===== src/rtl/hazard_ctrl.sv =====
// hazard_ctrl: pipeline hazard controller for the five-stage RV32I core.
// Tracks in-flight destination registers in a shadow pipeline (ex/mem/wb),
// decides whether the ID instruction stalls, flushes the front stages when a
// taken branch/jump resolves in MEM, produces registered EX operand forwarding
// selects and keeps saturating stall/flush performance counters.
//
// Build option: define HAZARD_FORWARDING_EN to enable operand forwarding
// (only load-use stalls). Without it the selects are tied to 0 and a full
// interlock stalls on any EX or MEM producer.
//
// Ports:
//   clk_i, rst_ni                  clock, async active-low reset
//   id_valid_i                     ID holds a real instruction
//   id_rs1_i/id_rs2_i              ID source register indices
//   id_rs1_used_i/id_rs2_used_i    ID instruction reads rs1/rs2
//   id_rd_i, id_rd_wren_i          ID destination and its write enable
//   id_is_load_i                   ID instruction is a load
//   mem_br_taken_i                 taken branch/jump resolved in MEM
//   pc_en_o, if_id_en_o            PC and IF/ID enables (combinational)
//   if_id_flush_o/id_ex_flush_o/ex_mem_flush_o  bubble inserts (combinational)
//   fwd_a_sel_o/fwd_b_sel_o        EX operand selects (registered)
//   stall_cnt_o/flush_cnt_o        saturating performance counters
module hazard_ctrl #(
    parameter int unsigned CNT_W = 16
) (
    input  logic             clk_i,
    input  logic             rst_ni,
    input  logic             id_valid_i,
    input  logic [4:0]       id_rs1_i,
    input  logic [4:0]       id_rs2_i,
    input  logic             id_rs1_used_i,
    input  logic             id_rs2_used_i,
    input  logic [4:0]       id_rd_i,
    input  logic             id_rd_wren_i,
    input  logic             id_is_load_i,
    input  logic             mem_br_taken_i,
    output logic             pc_en_o,
    output logic             if_id_en_o,
    output logic             if_id_flush_o,
    output logic             id_ex_flush_o,
    output logic             ex_mem_flush_o,
    output logic [1:0]       fwd_a_sel_o,
    output logic [1:0]       fwd_b_sel_o,
    output logic [CNT_W-1:0] stall_cnt_o,
    output logic [CNT_W-1:0] flush_cnt_o
);

    localparam int unsigned REG_W = 5;

    typedef struct packed {
        logic             valid;
        logic [REG_W-1:0] rd;
        logic             wren;
        logic             is_load;
    } shadow_t;

    shadow_t ex_q, mem_q, wb_q, id_entry;
    logic    hit_ex_a, hit_ex_b, hit_mem_a, hit_mem_b;
    logic    flush, stall_raw, stall;
    logic    wb_unused;

    // Producer entry would supply the source register being read.
    function automatic logic src_hit(shadow_t e, logic [REG_W-1:0] rs, logic used);
        return e.valid && e.wren && (e.rd != REG_W'(0)) && (e.rd == rs) && used;
    endfunction

    assign id_entry = '{valid: id_valid_i, rd: id_rd_i, wren: id_rd_wren_i,
                        is_load: id_is_load_i};

    assign hit_ex_a  = src_hit(ex_q,  id_rs1_i, id_rs1_used_i);
    assign hit_ex_b  = src_hit(ex_q,  id_rs2_i, id_rs2_used_i);
    assign hit_mem_a = src_hit(mem_q, id_rs1_i, id_rs1_used_i);
    assign hit_mem_b = src_hit(mem_q, id_rs2_i, id_rs2_used_i);

    // WB producers never hazard (regfile write-through); entry kept for tracking only.
    assign wb_unused = ^wb_q;

`ifdef HAZARD_FORWARDING_EN
    assign stall_raw = ex_q.is_load && (hit_ex_a || hit_ex_b);
`else
    assign stall_raw = hit_ex_a || hit_ex_b || hit_mem_a || hit_mem_b;
`endif

    assign flush = mem_br_taken_i;
    assign stall = stall_raw && !flush;

    // Stage enables and bubble inserts; flush overrides stall.
    always_comb begin
        pc_en_o        = 1'b1;
        if_id_en_o     = 1'b1;
        if_id_flush_o  = 1'b0;
        id_ex_flush_o  = 1'b0;
        ex_mem_flush_o = 1'b0;
        if (flush) begin
            if_id_flush_o  = 1'b1;
            id_ex_flush_o  = 1'b1;
            ex_mem_flush_o = 1'b1;
        end else if (stall) begin
            pc_en_o       = 1'b0;
            if_id_en_o    = 1'b0;
            id_ex_flush_o = 1'b1;
        end
    end

    // Shadow pipeline advance.
    always_ff @(posedge clk_i or negedge rst_ni) begin
        if (!rst_ni) begin
            ex_q  <= '0;
            mem_q <= '0;
            wb_q  <= '0;
        end else begin
            wb_q  <= mem_q;
            mem_q <= flush ? '0 : ex_q;
            ex_q  <= (flush || stall) ? '0 : id_entry;
        end
    end

`ifdef HAZARD_FORWARDING_EN
    logic       src_ok_a, src_ok_b;
    logic [1:0] fwd_a_d, fwd_b_d;

    assign src_ok_a = id_valid_i && id_rs1_used_i && (id_rs1_i != REG_W'(0));
    assign src_ok_b = id_valid_i && id_rs2_used_i && (id_rs2_i != REG_W'(0));

    // Youngest producer wins: EX/MEM ALUOut (1) before WB data (2).
    always_comb begin
        fwd_a_d = 2'd0;
        fwd_b_d = 2'd0;
        if (!flush && !stall) begin
            if (src_ok_a) begin
                if (hit_ex_a)       fwd_a_d = 2'd1;
                else if (hit_mem_a) fwd_a_d = 2'd2;
            end
            if (src_ok_b) begin
                if (hit_ex_b)       fwd_b_d = 2'd1;
                else if (hit_mem_b) fwd_b_d = 2'd2;
            end
        end
    end

    always_ff @(posedge clk_i or negedge rst_ni) begin
        if (!rst_ni) begin
            fwd_a_sel_o <= 2'd0;
            fwd_b_sel_o <= 2'd0;
        end else begin
            fwd_a_sel_o <= fwd_a_d;
            fwd_b_sel_o <= fwd_b_d;
        end
    end
`else
    assign fwd_a_sel_o = 2'd0;
    assign fwd_b_sel_o = 2'd0;
`endif

    // Saturating performance counters.
    always_ff @(posedge clk_i or negedge rst_ni) begin
        if (!rst_ni) begin
            stall_cnt_o <= '0;
            flush_cnt_o <= '0;
        end else begin
            if (stall && (stall_cnt_o != '1))
                stall_cnt_o <= stall_cnt_o + CNT_W'(1);
            if (flush && (flush_cnt_o != '1))
                flush_cnt_o <= flush_cnt_o + CNT_W'(1);
        end
    end

endmodule


===== config.mk =====
export PLATFORM = sky130hd
export DESIGN_NAME = hazard_ctrl
export DESIGN_NICKNAME = d
export VERILOG_FILES = /design/src/rtl/hazard_ctrl.sv
export SDC_FILE = /design/constraint.sdc
export NUM_CORES = 1
export LEC_CHECK = 0
export ABC_AREA = 1
export BUFFER_PORTS_ARGS = -buffer_cell sky130_fd_sc_hd__buf_2
export CORE_MARGIN = 2
export CORE_UTILIZATION = 58
export DETAILED_ROUTE_END_ITERATION = 12
export PLACE_DENSITY = 0.85
export SKIP_CTS_REPAIR_TIMING = 1
export SLEW_MARGIN = 20
export SYNTH_ARGS = -nofsm -noshare
export SYNTH_HDL_FRONTEND = slang
export SYNTH_SLANG_ARGS = --single-unit
export TNS_END_PERCENT = 20

===== constraint.sdc =====
create_clock -name clk_i -period 4.5 [get_ports clk_i]
set_input_delay 0.9 -clock clk_i [delete_from_list [all_inputs] [get_ports clk_i]]
set_output_delay 0.9 -clock clk_i [all_outputs]
set_load 0.005 [all_outputs]

* After elaboration in Yosys (flattened, before gate mapping)
Index checks and enable logic that the tools add are counted.
** Operators by class
- Add/sub/neg operators :: 2
- Muxes and demuxes :: 7
- Equal/unequal tests :: 6
- Reduce and logical (&&, ||, !) cells :: 22
** Operators by type and width (number)
- $add A16 B1 Y16 const B :: 2
- $ne A16 B16 Y1 const B :: 2
- $eq A5 B5 Y1 :: 4
- $mux W8 :: 2
- $logic_and A1 B1 Y1 :: 15
- $reduce_bool A5 Y1 :: 2
- $mux W1 :: 5
- $logic_or A1 B1 Y1 :: 4
- $logic_not A1 Y1 :: 1
** Word-level totals
- Flip-flop bits (word level) :: 47
- Input port bits :: 23
- Logic and storage cells :: 46

* Depth between registers and ports, before layout
Gate-level depths: netlist (run 1).
- Depth in word-level cells :: 10
- Mapped depth :: 13
- Depth with buffers taken out :: 12

* Worst setup path after synthesis (run 1)
OpenSTA, ideal clock, no wires.
- Kind :: input to output
- Start point :: input mem_br_taken_i
- End point :: output pc_en_o
- Data required time :: 3.600 ns
- Data arrival time :: 1.899 ns
- Stages on the path :: 6
- Slack :: 1.701 ns
- Cell sequence :: buf_2 -> inv_1 -> buf_2 -> clkbuf_1 -> nand2_1 -> buf_4
** Between the ends
- Cells in the longest elaborated chain, start to end :: 4
** Ends and longest elaborated chain
- start: declaration :: RTL line 36 : input logic mem_br_taken_i,
- $logic_not A1 Y1 :: RTL line 85 : assign stall = stall_raw && !flush;
- $logic_and A1 B1 Y1 :: RTL line 85
- $mux W1
- $mux W1 *
- end: declaration :: RTL line 37 : output logic pc_en_o,
Mark *: on every way between the ends. The rest lies on a longest branch, timed or not.

* Worst setup path in the final report (run 1)
- Start point :: input id_rs1_i[1]
- End point :: output if_id_en_o
** Between the ends
- Cells in the longest elaborated chain, start to end :: 9
- Elaborated cells between the ends (all ways) :: 12
- Classes of those cells :: eq/ne: 2; mux: 2; reduce/logical: 8
** Ends and longest elaborated chain
- start: declaration :: RTL line 29 : input logic [4:0] id_rs1_i,
- $eq A5 B5 Y1 :: RTL line 64 : return e.valid && e.wren && (e.rd != REG_W'(0)) && (e.rd == rs) && used;
- $logic_and A1 B1 Y1 (2 in a row) :: RTL line 64
- $logic_or A1 B1 Y1 :: RTL line 81 : assign stall_raw = hit_ex_a || hit_ex_b || hit_mem_a || hit_mem_b;
- $logic_or A1 B1 Y1 * (2 in a row) :: RTL line 81
- $logic_and A1 B1 Y1 * :: RTL line 85
- $mux W1 * :: RTL line 98 : end else if (stall) begin
- $mux W1 * :: RTL line 94 : if (flush) begin
- end: declaration :: RTL line 38 : output logic if_id_en_o,
Marks and branches as above.

==> results by group, run 1 <==
Drt
  – Total wire length: 5250 um
  – Via count: 2219
  – Vias per cell: 5.11
  – DRC viols: 0
  – Detailed router's first-iteration violation count: 142
  – Wirelength per Cell: 12.1 um
  – Pre-antenna DRT Iters: 4
  – Antenna viol nets, final: 0

Power
  – Sequential power share: 52.3%
  – Int Power: 0.000687 W
  – Power share of the clock group: about a third
  – Combinational share of power: 15.4%
  – Switching share of power: 27.6%
  – P_leak: 1.72 nW
  – Peak supply drop: 0.332 mV
  – Power per cell area: 306 mW/mm^2
  – P_sw: 0.000262 W

Yosys
  – Yosys warnings: 0
  – Cell variety after synth: 28
  – Synth Register Bits: 46
  – Area contributors post-synth: dfrtp_1, nand2_1, xor2_1, nor2_1, xnor2_1
  – Top cell type's share of synthesized area: 42.4%
  – Seq/Total Area, Yosys: 42.4%
  – Post-synthesis average cell area: 8.35 um^2
  – Synth Cell Area: 0.00271 mm^2
  – Synth Instances: roughly 330
  – Post-synth top area cell: dfrtp_1

Finish
  – Filler cell count: 346
  – Antenna Cells: 0
  – Share of layout cells above drive strength 1: 24.9%
  – Multi-input gate area: 0.00134 mm^2
  – Final nets: 406
  – Most frequent cells in the layout: nand2_1, buf_2, dfrtp_1
  – Commonest non-fill, non-tap cell in the layout: nand2_1
  – Area Overhead vs Synth: 14.3%
  – Reg area: 0.00115 mm^2

STA
  – Slew headroom: ~62%
  – Min cycle time layout: between 2000 and 3000 ps
  – Tcrit/Tclk final: ~63%
  – Worst hold slack: 495 ps
  – Final Setup Violations: 0
  – Final setup TNS: 0 ps
  – Max Slew Vio Count: 0
  – Max Fclk: 354 MHz
  – Worst Max-Slew Pin Slew: 569 ps
  – Worst Clk Skew: 7.50 ps
  – Final Hold Fails: 0
  – Unrepaired setup endpoints after global routing: false

Setup path
  – CP arrival: roughly 1900 ps
  – Maximum fanout along the worst path: 19
  – CP Launch Point: id_rs1_i[1]
  – Startpoint types: input pin
  – FF-to-FF setup slack: between 2000 and 3000 ps
  – R2r endpoint: stall_cnt_o[3]$_DFFE_PN0P_
  – Cell Chain, Critical Path: buf_2 > inv_1 > nand2_1 > nand2_1 > nand2_1 > nor2_2 > nand3_2 > nand2_2 > nand2_4 > nand2_8 > nand2_1 > buf_2
  – Reg2Reg Depth: 9
  – CP Data Required Time: 3600 ps
  – Most used cell, CP: nand2_1
  – Worst R2R Start: stall_cnt_o[0]$_DFFE_PN0P_
  – Worst Path Class, Setup: in -> out
  – Critical Path End: if_id_en_o
  – Max incr delay on CP: 140 ps
  – Critical-path top delay cell: nand2_8
  – Crit end category: output port

Floorplanning
  – Core ar.: roughly 0.0044 mm^2
  – Die Ht: 72.4 um
  – Initial core utilization: 61.1%
  – Number of I/O pins: 64
  – Row cnt: 24
  – Die Span X: roughly 72 um
  – Die area: 0.00524 mm^2

Clock network
  – Total CTS buffers: 5
  – Clk buf depth: 2
  – CTS tree: built
  – Worst-path clk slew: 90 ps
  – Total clock sinks: 46
  – CTS root buf: clkbuf_8
  – Clock Latency Late Sink: 300 ps
  – Htree depth: 2

Run
  – Max Cap Violations: 0

GRT
  – Vias in the first global route: 2130
  – Congestion Overflow GR: 0
  – GRT Util Overall: about 21%
  – Pin count of the biggest net entering global routing: 47
  – Initial antenna violation count: 0
  – Global-route wire length before repair: 8980 um

Place
  – Detailed Place HPWL: 3910 um
  – IO buf count: 58
  – GP Congestion: 0.853

Hold path
  – Hold crit path type: reg -> reg

Status
  – Status: complete, no violations
==> power groups by stage <==
| stage | Sequential [W] | Combinational, W | Clock (W) |
|---|---|---|---|
| final | 0.000497 | 0.000146 | 0.000306 |
| after global routing | 0.000503 | 0.000165 | 0.000329 |
| after CTS | 0.000497 | 0.000148 | 0.000312 |
| after detailed placement | 0.000503 | 0.000149 | 0 |
| after global placement | 0.000502 | 0.000142 | 0 |
| after floorplan | 0.000499 | 0.0000844 | 0 |
==> critical path: cells and delay by family <==
family                 cells  cell delay, ps
and+or+nand+nor            9             730
buffers and inverters      3             300
==> through the flow <==
| stage | util (%) | cells | area, um^2 | setup WS [ps] | total power [W] |
|---|---|---|---|---|---|
| floorplan | - | 328 | 2730 | 1700 | 0.000583 |
| global placement | 67.3 | 426 | 2990 | 1710 | 0.000644 |
| detailed placement | 67.3 | 426 | 2990 | 1680 | 0.000652 |
| CTS | 69.7 | 434 | 3100 | 1680 | 0.000956 |
| global route | 69.8 | 434 | 3100 | 1570 | 0.000997 |
| finish | 69.8 | 434 | 3100 | 1680 | 0.000949 |
==> logic make-up (layout without fill, tap and decap cells) <==
family	Yosys count	in the layout	share of synthesized area, %
buf+inv	48	102	8.48
fa+ha+maj	2	2	0.922
simple gates	182	182	33.3
other cells	1	4	0.138
compound gates	1	1	0.184
flops	46	46	42.4
xor+xnor	45	45	14.5
==> worst min path at each step <==
stage | startpoint | slack [ps] | endpoint | cells past startpoint
global placement | ex_q[1]$_DFF_PN0_ | 470 | mem_q[1]$_DFF_PN0_ | 2
detailed placement | ex_q[1]$_DFF_PN0_ | 480 | mem_q[1]$_DFF_PN0_ | 2
finish | ex_q[7]$_DFF_PN0_ | 490 | mem_q[7]$_DFF_PN0_ | 2
global route | ex_q[7]$_DFF_PN0_ | 510 | mem_q[7]$_DFF_PN0_ | 2
floorplan | ex_q[7]$_DFF_PN0_ | 460 | mem_q[7]$_DFF_PN0_ | 2
CTS | ex_q[7]$_DFF_PN0_ | 500 | mem_q[7]$_DFF_PN0_ | 2
==> sequential cells by signal, summed over array words and instances (netlist names) <==
name,cells
ex_q,7
mem_q,7
stall_cnt_o,16
flush_cnt_o,16
==> final cells by class <==
cell class                 instances  share of cell area, %
clock buffer                       6                   2.34
tap                               52                   2.10
timing repair buffer              59                   9.68
sequential                        46                   37.1
inverter                          35                   4.24
multi-input combinational        234                   43.3
clock inverter                     2                   1.21
==> cells in the mapped netlist <==
cell type and count:
nand2_1 70, dfrtp_1 46, nor2_1 44, inv_1 34, xor2_1 27, nand4_1 20
xnor2_1 18, nand3_1 14, nand2_2 13, buf_4 8, nand2_4 4, buf_2 3
nand3_2 3, nor2_2 3, nor3_1 3, ha_1 2, nor2_4 2, buf_12 1
clkbuf_1 1, conb_1 1, inv_2 1, nand2_8 1, nand3_4 1, nand3b_1 1
nor3_2 1, nor3b_1 1, nor4_1 1, o21ai_0 1
==> routing by layer <==
| metal | GRT usage (%) | share of wire, % | up-vias |
|---|---|---|---|
| li1 | - | - | 1110 |
| met1 | 27.0 | 45 | 1053 |
| met2 | 37.2 | 50 | 50 |
| met3 | 4.58 | 3.9 | 6 |
| met4 | 6.58 | 0.88 | 0 |
| met5 | 0 | 0 | - |
Note: power is estimated with default switching activity, not from simulation.
==> inputs of run 2 (changes only) <==
Settings changed: ABC_AREA 1 to 0, CORE_UTILIZATION 58 to 47, PLACE_DENSITY 0.85 to 0.76.
Clock period 4.5 ns to 2.3 ns, I/O delays scaled along.
==> run 2 against run 1 <==
- the run now ends with setup timing left
- non-clock buffer count rose by 16
- wire length decreased by 12%
- die area is 7.1% higher
- hold slack worse by 370 ps
- critical path type is now reg -> out
- highest routed layer unchanged
==> results by group, run 2 <==
Status
  – Status: finished with violations
  – Violated checks: setup timing

Drt
  – Antenna viol nets, final: 0 (unchanged)
  – Wirelength per Cell: 12.8 um (+6.3%)
  – Pre-antenna DRT Iters: 4 (unchanged)
  – Vias per cell: 5.01 (-2.0%)
  – Total wire length: 4640 um (-12%)
  – DRC viols: 0 (unchanged)
  – Detailed router's first-iteration violation count: 81 (-43%)
  – Via count: 1808 (-19%)

STA
  – Final Hold Fails: 0 (unchanged)
  – Unrepaired setup endpoints after global routing: true
  – Tcrit/Tclk final: 113%
  – Worst Max-Slew Pin Slew: 576 ps (+7.50 ps)
  – PnR worst setup slack: -298 ps (-1980 ps)
  – Max Fclk: 385 MHz
  – Max Slew Vio Count: 0 (unchanged)
  – Final Setup Violations: 4 (+4)
  – Final setup TNS: -899 ps (-899 ps)
  – Worst Clk Skew: 2.96 ps (-4.55 ps)
  – Min cycle time layout: 2600 ps
  – Slew headroom: 60.6% (-1.5 points)

Clock network
  – CTS root buf: clkbuf_8
  – Total clock sinks: 46 (unchanged)
  – Total CTS buffers: 5 (unchanged)
  – Htree depth: 2 (unchanged)
  – Clk buf depth: 2 (unchanged)
  – CTS tree: built
  – Clock Latency Late Sink: 290 ps (about the same)
  – Worst-path clk slew: 80 ps (about the same)

Yosys
  – Ys async rst share: 100% (unchanged)
  – Synth Register Bits: 46 (unchanged)
  – Top cell type's share of synthesized area: 48.7% (+6.3 points)
  – Post-synth top area cell: dfrtp_1
  – Number of synthesized flops with an enable pin: 0 (unchanged)
  – Synth Cell Area: 0.00236 mm^2 (-13%)
  – Most frequent cells after synthesis: dfrtp_1, xor2_1, xnor2_1, nand2_1, nand3_1
  – Yosys warnings: 0 (unchanged)
  – Cell variety after synth: 33 (+18%)
  – Synth Instances: 219 (-33%)
  – Area contributors post-synth: dfrtp_1, xor2_1, xnor2_1, a211oi_1, nand3_1
  – Post-synthesis average cell area: 10.8 um^2 (+29%)
  – Primary FF master, synth: dfrtp_1
  – Seq/Total Area, Yosys: 48.7% (+6.3 points)
  – Count leader, synth: dfrtp_1

Floorplanning
  – Die Span X: 74.9 um (+3.5%)
  – Core ar.: 0.00479 mm^2 (+7.7%)
  – Initial core utilization: 49.4% (-12 points)
  – Row cnt: 25 (+4.2%)
  – Die Ht: 74.9 um (+3.5%)
  – Number of I/O pins: 64 (unchanged)
  – Die area: 0.00561 mm^2 (+7.1%)

Power
  – Power share of the clock group: 31.9% (-0.3 points)
  – Switching share of power: 26.2% (-1.3 points)
  – Peak supply drop: 0.496 mV (+49%)
  – P_sw: 0.000485 W (+85%)
  – Int Power: 0.00136 W (+98%)
  – Combinational share of power: 16.1% (+0.7 points)
  – P_leak: 1.54 nW (-10%)
  – Power per cell area: 627 mW/mm^2 (+110%)
  – Sequential power share: 52.0% (-0.3 points)

Place
  – Placed Cells: 352 (-17%)
  – Detailed Place HPWL: 3540 um (-9.4%)
  – IO buf count: 58 (unchanged)
  – GP Congestion: 0.769 (-9.8%)

Finish
  – Biggest regs: flush_cnt_o: 16 flops, stall_cnt_o: 16 flops
  – Commonest non-fill, non-tap cell in the layout: buf_2
  – Final nets: 318 (-22%)
  – Share of layout cells above drive strength 1: 32.3% (+7.4 points)
  – Most frequent cells in the layout: buf_2, dfrtp_1, xor2_1
  – Finished Core Util: 61.5% (-8.3 points)
  – Fin cells: 361 (-17%)
  – Area Overhead vs Synth: 24.4%
  – Antenna Cells: 0 (unchanged)

Setup path
  – Worst Path Class, Setup: reg -> out
  – CP Launch Point: mem_q[3]$_DFF_PN0_
  – Startpoint types: flop
  – CP arrival: 2140 ps (+220 ps)
  – Maximum fanout along the worst path: 5 (-14)
  – Worst R2R Start: mem_q[3]$_DFF_PN0_
  – CP Data Required Time: 1840 ps (-1760 ps)
  – Crit end category: output port

Hold path
  – Hold crit path type: in -> async

GRT
  – Vias in the first global route: 1673 (-21%)
  – Initial antenna violation count: 0 (unchanged)
  – Global-route wire length before repair: 7390 um (-18%)
  – Congestion Overflow GR: 0 (unchanged)
  – GRT Util Overall: 18.0% (-3.5 points)
  – Pin count of the biggest net entering global routing: 25 (-47%)

Run
  – Max Cap Violations: 0 (unchanged)
==> run 2: changes by cell type after synthesis, sizes merged, moves of 3 or more <==
cell | previous run | this run
o211ai | 0 | 3
nand4 | 20 | 6
and3 | 0 | 9
nor2b | 0 | 7
and2 | 0 | 4
mux2 | 0 | 3
nand2 | 88 | 15
xnor2 | 18 | 21
a211oi | 0 | 10
nand3 | 18 | 15
nor2 | 49 | 10
inv | 35 | 9
a2111oi | 0 | 4
nor4 | 1 | 4
==> run 2: power groups by stage <==
stage | Sequential [W] | Clock (W) | Combinational, W
after floorplan | 0.000972 | 0 | 0.000158
after global placement | 0.000973 | 0 | 0.000293
after detailed placement | 0.000975 | 0 | 0.000300
after CTS | 0.000963 | 0.000600 | 0.000301
after global routing | 0.000974 | 0.000641 | 0.000335
final | 0.000961 | 0.000588 | 0.000297
==> run 2: cells by family (layout without fill, tap and decap cells) <==
| family | Yosys count | after routing | synth area share (%) |
|---|---|---|---|
| AO/OA/AOI/OAI | 22 | 22 | 7.46 |
| flip-flops | 46 | 46 | 48.7 |
| other | 1 | 4 | 0.159 |
| XOR/XNOR | 49 | 49 | 18.1 |
| adder cells (fa/ha/maj) | 2 | 2 | 1.06 |
| buffers and inverters | 20 | 92 | 4.97 |
| AND/OR/NAND/NOR | 76 | 76 | 17.9 |
| multiplexers | 3 | 3 | 1.59 |
==> run 2: worst paths after layout <==
check | end | slack, ps | cells past startpoint
max | pc_en_o | -300 | 7
min | stall_cnt_o[5]$_DFFE_PN0P_ | 130 | 1
max reg2reg | stall_cnt_o[1]$_DFFE_PN0P_ | -50 | 8
min reg2reg | stall_cnt_o[5]$_DFFE_PN0P_ | 480 | 1
max in group asynchronous | flush_cnt_o[2]$_DFFE_PN0P_ | 1670 | 2
min in group clk_i | ex_q[2]$_DFF_PN0_ | 360 | 3
==> run 2: worst max-delay path, cell delays in order (launching register included) <==
cell and delay (ps):
dfrtp_1 380, or4_1 510, o211ai_1 270, nor4_2 80
o21ai_2 310, nand2_1 90, nand2_1 80, buf_2 130
==> run 2: metal layers <==
layer / up-vias / part of all wire, % / GRT usage (%)
li1: 887 / - / -
met1: 873 / 44 / 21.8
met2: 42 / 49 / 30.1
met3: 6 / 5.5 / 5.22
met4: 0 / 1.5 / 7.14
met5: - / 0 / 0
==> run 2: area by class of cell <==
class                   count  area (um^2)
well taps                  67         83.8
fillers                   400         1840
inverters                   9         33.8
clock inverters             2         37.5
multi-input cells         156         1130
repair buffers             75          438
clock buffers               6         72.6
flip-flops and latches     46         1150
==> run 2: through the flow <==
step	worst slack [ps]	total power (W)	instance area [um^2]	hold slack (ps)
2_1_floorplan	-43.6	0.00113	2380	164
3_3_place_gp	-6.16	0.00127	2800	456
3_5_place_dp	-60.6	0.00127	2800	457
4_1_cts	-330	0.00186	2910	135
5_1_grt	-458	0.00195	2940	151
6_report	-298	0.00185	2940	129
==> inputs of run 3 (changes only) <==
Settings changed: CORE_UTILIZATION 47 to 56, PLACE_DENSITY 0.76 to 0.84.
Clock period 2.3 ns to 3.4 ns, I/O delays scaled along.
==> run 3 against run 2 <==
- power fell by 33%
- wire length rose by 4.0%
- utilization rose by 7.6 points
- combinational power fell by 36%
- final cell count fell by 8.9%
- critical path depth fell by 1
- sequential power fell by 32%
- highest routed layer unchanged
- non-clock buffer count fell by 15
- flip-flop and latch count did not move
- largest cell class unchanged
- clock power fell by 31%
- the flow now finishes without violations
- final area fell by 5.4%
==> results by group, run 3 (synthesized netlist as in run 2, its figures left out) <==
Power
  – Sequential power share: 52.4% (+0.4 points)
  – Total power draw: 0.00125 W (-33%)
  – Combinational share of power: 15.2% (-0.9 points)
  – Switching share of power: 26.6% (+0.36 points)
  – Power per cell area: 447 mW/mm^2 (-29%)
  – Peak supply drop: 0.364 mV (-27%)
  – Power share of the clock group: 32.4% (+0.5 points)
  – P_sw: 0.000331 W (-32%)
  – Int Power: 0.000914 W (-33%)
  – P_leak: 1.47 nW (-4.6%)

Place
  – Detailed Place HPWL: 3470 um (-1.9%)
  – IO buf count: 58 (unchanged)
  – GP Congestion: 0.783 (+1.8%)
  – Worst slack, placed: 456 ps (+517 ps)

Drt
  – Wirelength per Cell: 14.7 um (+14%)
  – Detailed router's first-iteration violation count: 170 (+110%)
  – DRC viols: 0 (unchanged)
  – Antenna viol nets, final: 0 (unchanged)
  – Vias per cell: 5.41 (+8.0%)
  – Via count: 1779 (-1.6%)
  – Total wire length: 4820 um (+4.0%)
  – Pre-antenna DRT Iters: 4 (unchanged)

Clock network
  – Total clock sinks: 46 (unchanged)
  – Clk buf depth: 2 (unchanged)
  – Clock Latency Late Sink: 300 ps (about the same)
  – Worst-path clk slew: 90 ps (about the same)
  – Total CTS buffers: 5 (unchanged)
  – CTS tree: built
  – CTS root buf: clkbuf_8
  – Htree depth: 2 (unchanged)

Setup path
  – Worst Path Class, Setup: reg -> out
  – Maximum fanout along the worst path: 17 (+12)
  – R2r endpoint: stall_cnt_o[1]$_DFFE_PN0P_
  – Reg2Reg Depth: 7 (-1)
  – Startpoint types: flop
  – CP arrival: 2420 ps (+280 ps)
  – Crit end category: output port
  – FF-to-FF setup slack: 1030 ps (+1080 ps)
  – CP Data Required Time: 2720 ps (+880 ps)
  – Worst R2R Start: ex_q[3]$_DFF_PN0_

Run
  – Max Cap Violations: 0 (unchanged)

Floorplanning
  – Die Ht: 69.0 um (-7.9%)
  – Row cnt: 23 (-8.0%)
  – Die Span X: 69.0 um (-7.9%)
  – Core ar.: 0.00403 mm^2 (-16%)
  – Initial core utilization: 58.7% (+9.3 points)
  – Die area: 0.00476 mm^2 (-15%)
  – Number of I/O pins: 64 (unchanged)

STA
  – Tcrit/Tclk final: 91.3%
  – Slew headroom: 60.2% (-0.40 points)
  – Max Slew Vio Count: 0 (unchanged)
  – Unrepaired setup endpoints after global routing: false
  – Worst hold slack: 376 ps (+247 ps)
  – Worst Clk Skew: 7.88 ps (+4.92 ps)
  – Final setup TNS: 0 ps (+899 ps)
  – Max Fclk: 322 MHz
  – Worst Max-Slew Pin Slew: 582 ps (+5.88 ps)
  – Final Hold Fails: 0 (unchanged)
  – Final Setup Violations: 0 (-4)
  – Min cycle time layout: 3100 ps
  – PnR worst setup slack: 296 ps (+594 ps)

Finish
  – Biggest regs: flush_cnt_o: 16 flops, stall_cnt_o: 16 flops
  – Filler cell count: 327 (-18%)
  – Reg area: 0.00115 mm^2 (unchanged)
  – Area Overhead vs Synth: 17.7%
  – Final nets: 303 (-4.7%)
  – Commonest non-fill, non-tap cell in the layout: buf_2
  – Multi-input gate area: 0.00111 mm^2 (-1.0%)
  – Most frequent cells in the layout: buf_2, dfrtp_1, xor2_1
  – Share of layout cells above drive strength 1: 28.0% (-4.4 points)
  – Antenna Cells: 0 (unchanged)

GRT
  – GRT Util Overall: 22.2% (+4.3 points)
  – Pin count of the biggest net entering global routing: 47 (+88%)
  – Congestion Overflow GR: 0 (unchanged)
  – Vias in the first global route: 1727 (+3.2%)
  – Initial antenna violation count: 0 (unchanged)
  – Global-route wire length before repair: 7670 um (+3.7%)

Hold path
  – Hold crit path type: in -> async

Status
  – Status: complete, no violations
[run 3: worst max-delay path by stage]
stage | startpoint | to | slack, ps | cells after the start
floorplan | ex_q[3]$_DFF_PN0_ | pc_en_o | 830 | 8
global placement | ex_q[3]$_DFF_PN0_ | id_ex_flush_o | 510 | 6
detailed placement | ex_q[3]$_DFF_PN0_ | id_ex_flush_o | 460 | 6
CTS | ex_q[3]$_DFF_PN0_ | id_ex_flush_o | 120 | 6
global route | ex_q[3]$_DFF_PN0_ | id_ex_flush_o | 180 | 6
finish | ex_q[3]$_DFF_PN0_ | id_ex_flush_o | 300 | 6
[run 3: final cells by class]
cell class / instances / share of cell area [%]
flip-flops and latches: 46 / 41.4
multi-input cells: 156 / 40.1
repair buffers: 60 / 11.1
clock buffers: 5 / 2.47
well taps: 50 / 2.25
clock inverters: 3 / 1.57
inverters: 9 / 1.21
[run 3: power groups by stage]
| stage | clock [W] | combinational [W] | sequential [W] |
|---|---|---|---|
| after global routing | 0.000439 | 0.000215 | 0.000661 |
| after CTS | 0.000416 | 0.000192 | 0.000653 |
| after global placement | 0 | 0.000183 | 0.000661 |
| after floorplan | 0 | 0.000107 | 0.000658 |
| after detailed placement | 0 | 0.000191 | 0.000662 |
| final | 0.000404 | 0.000189 | 0.000652 |
[run 3: layer usage]
layer	part of all wire [%]	vias to the layer above	track usage [%]	wire, um
met3	4.7	8	4.87	226
met2	49	49	38.1	2370
met5	0	-	0	0
met1	45	858	27.8	2150
met4	1.6	0	7.35	76
li1	-	864	-	-
[run 3: worst max-delay path, cell delays in order (launching register included)]
cell and delay, ps:
dfrtp_1 430, or4_1 550, o211ai_2 240, nor4_2 110, o21ai_4 440, nand3_4 180
buf_2 170
[run 3: metrics by stage]
stage	utilization (%)	instances	area, um^2
global placement	66.0	321	2660
CTS	68.8	329	2770
finish	69.1	329	2780
detailed placement	66.0	321	2660
floorplan	-	222	2380
global route	69.1	329	2780
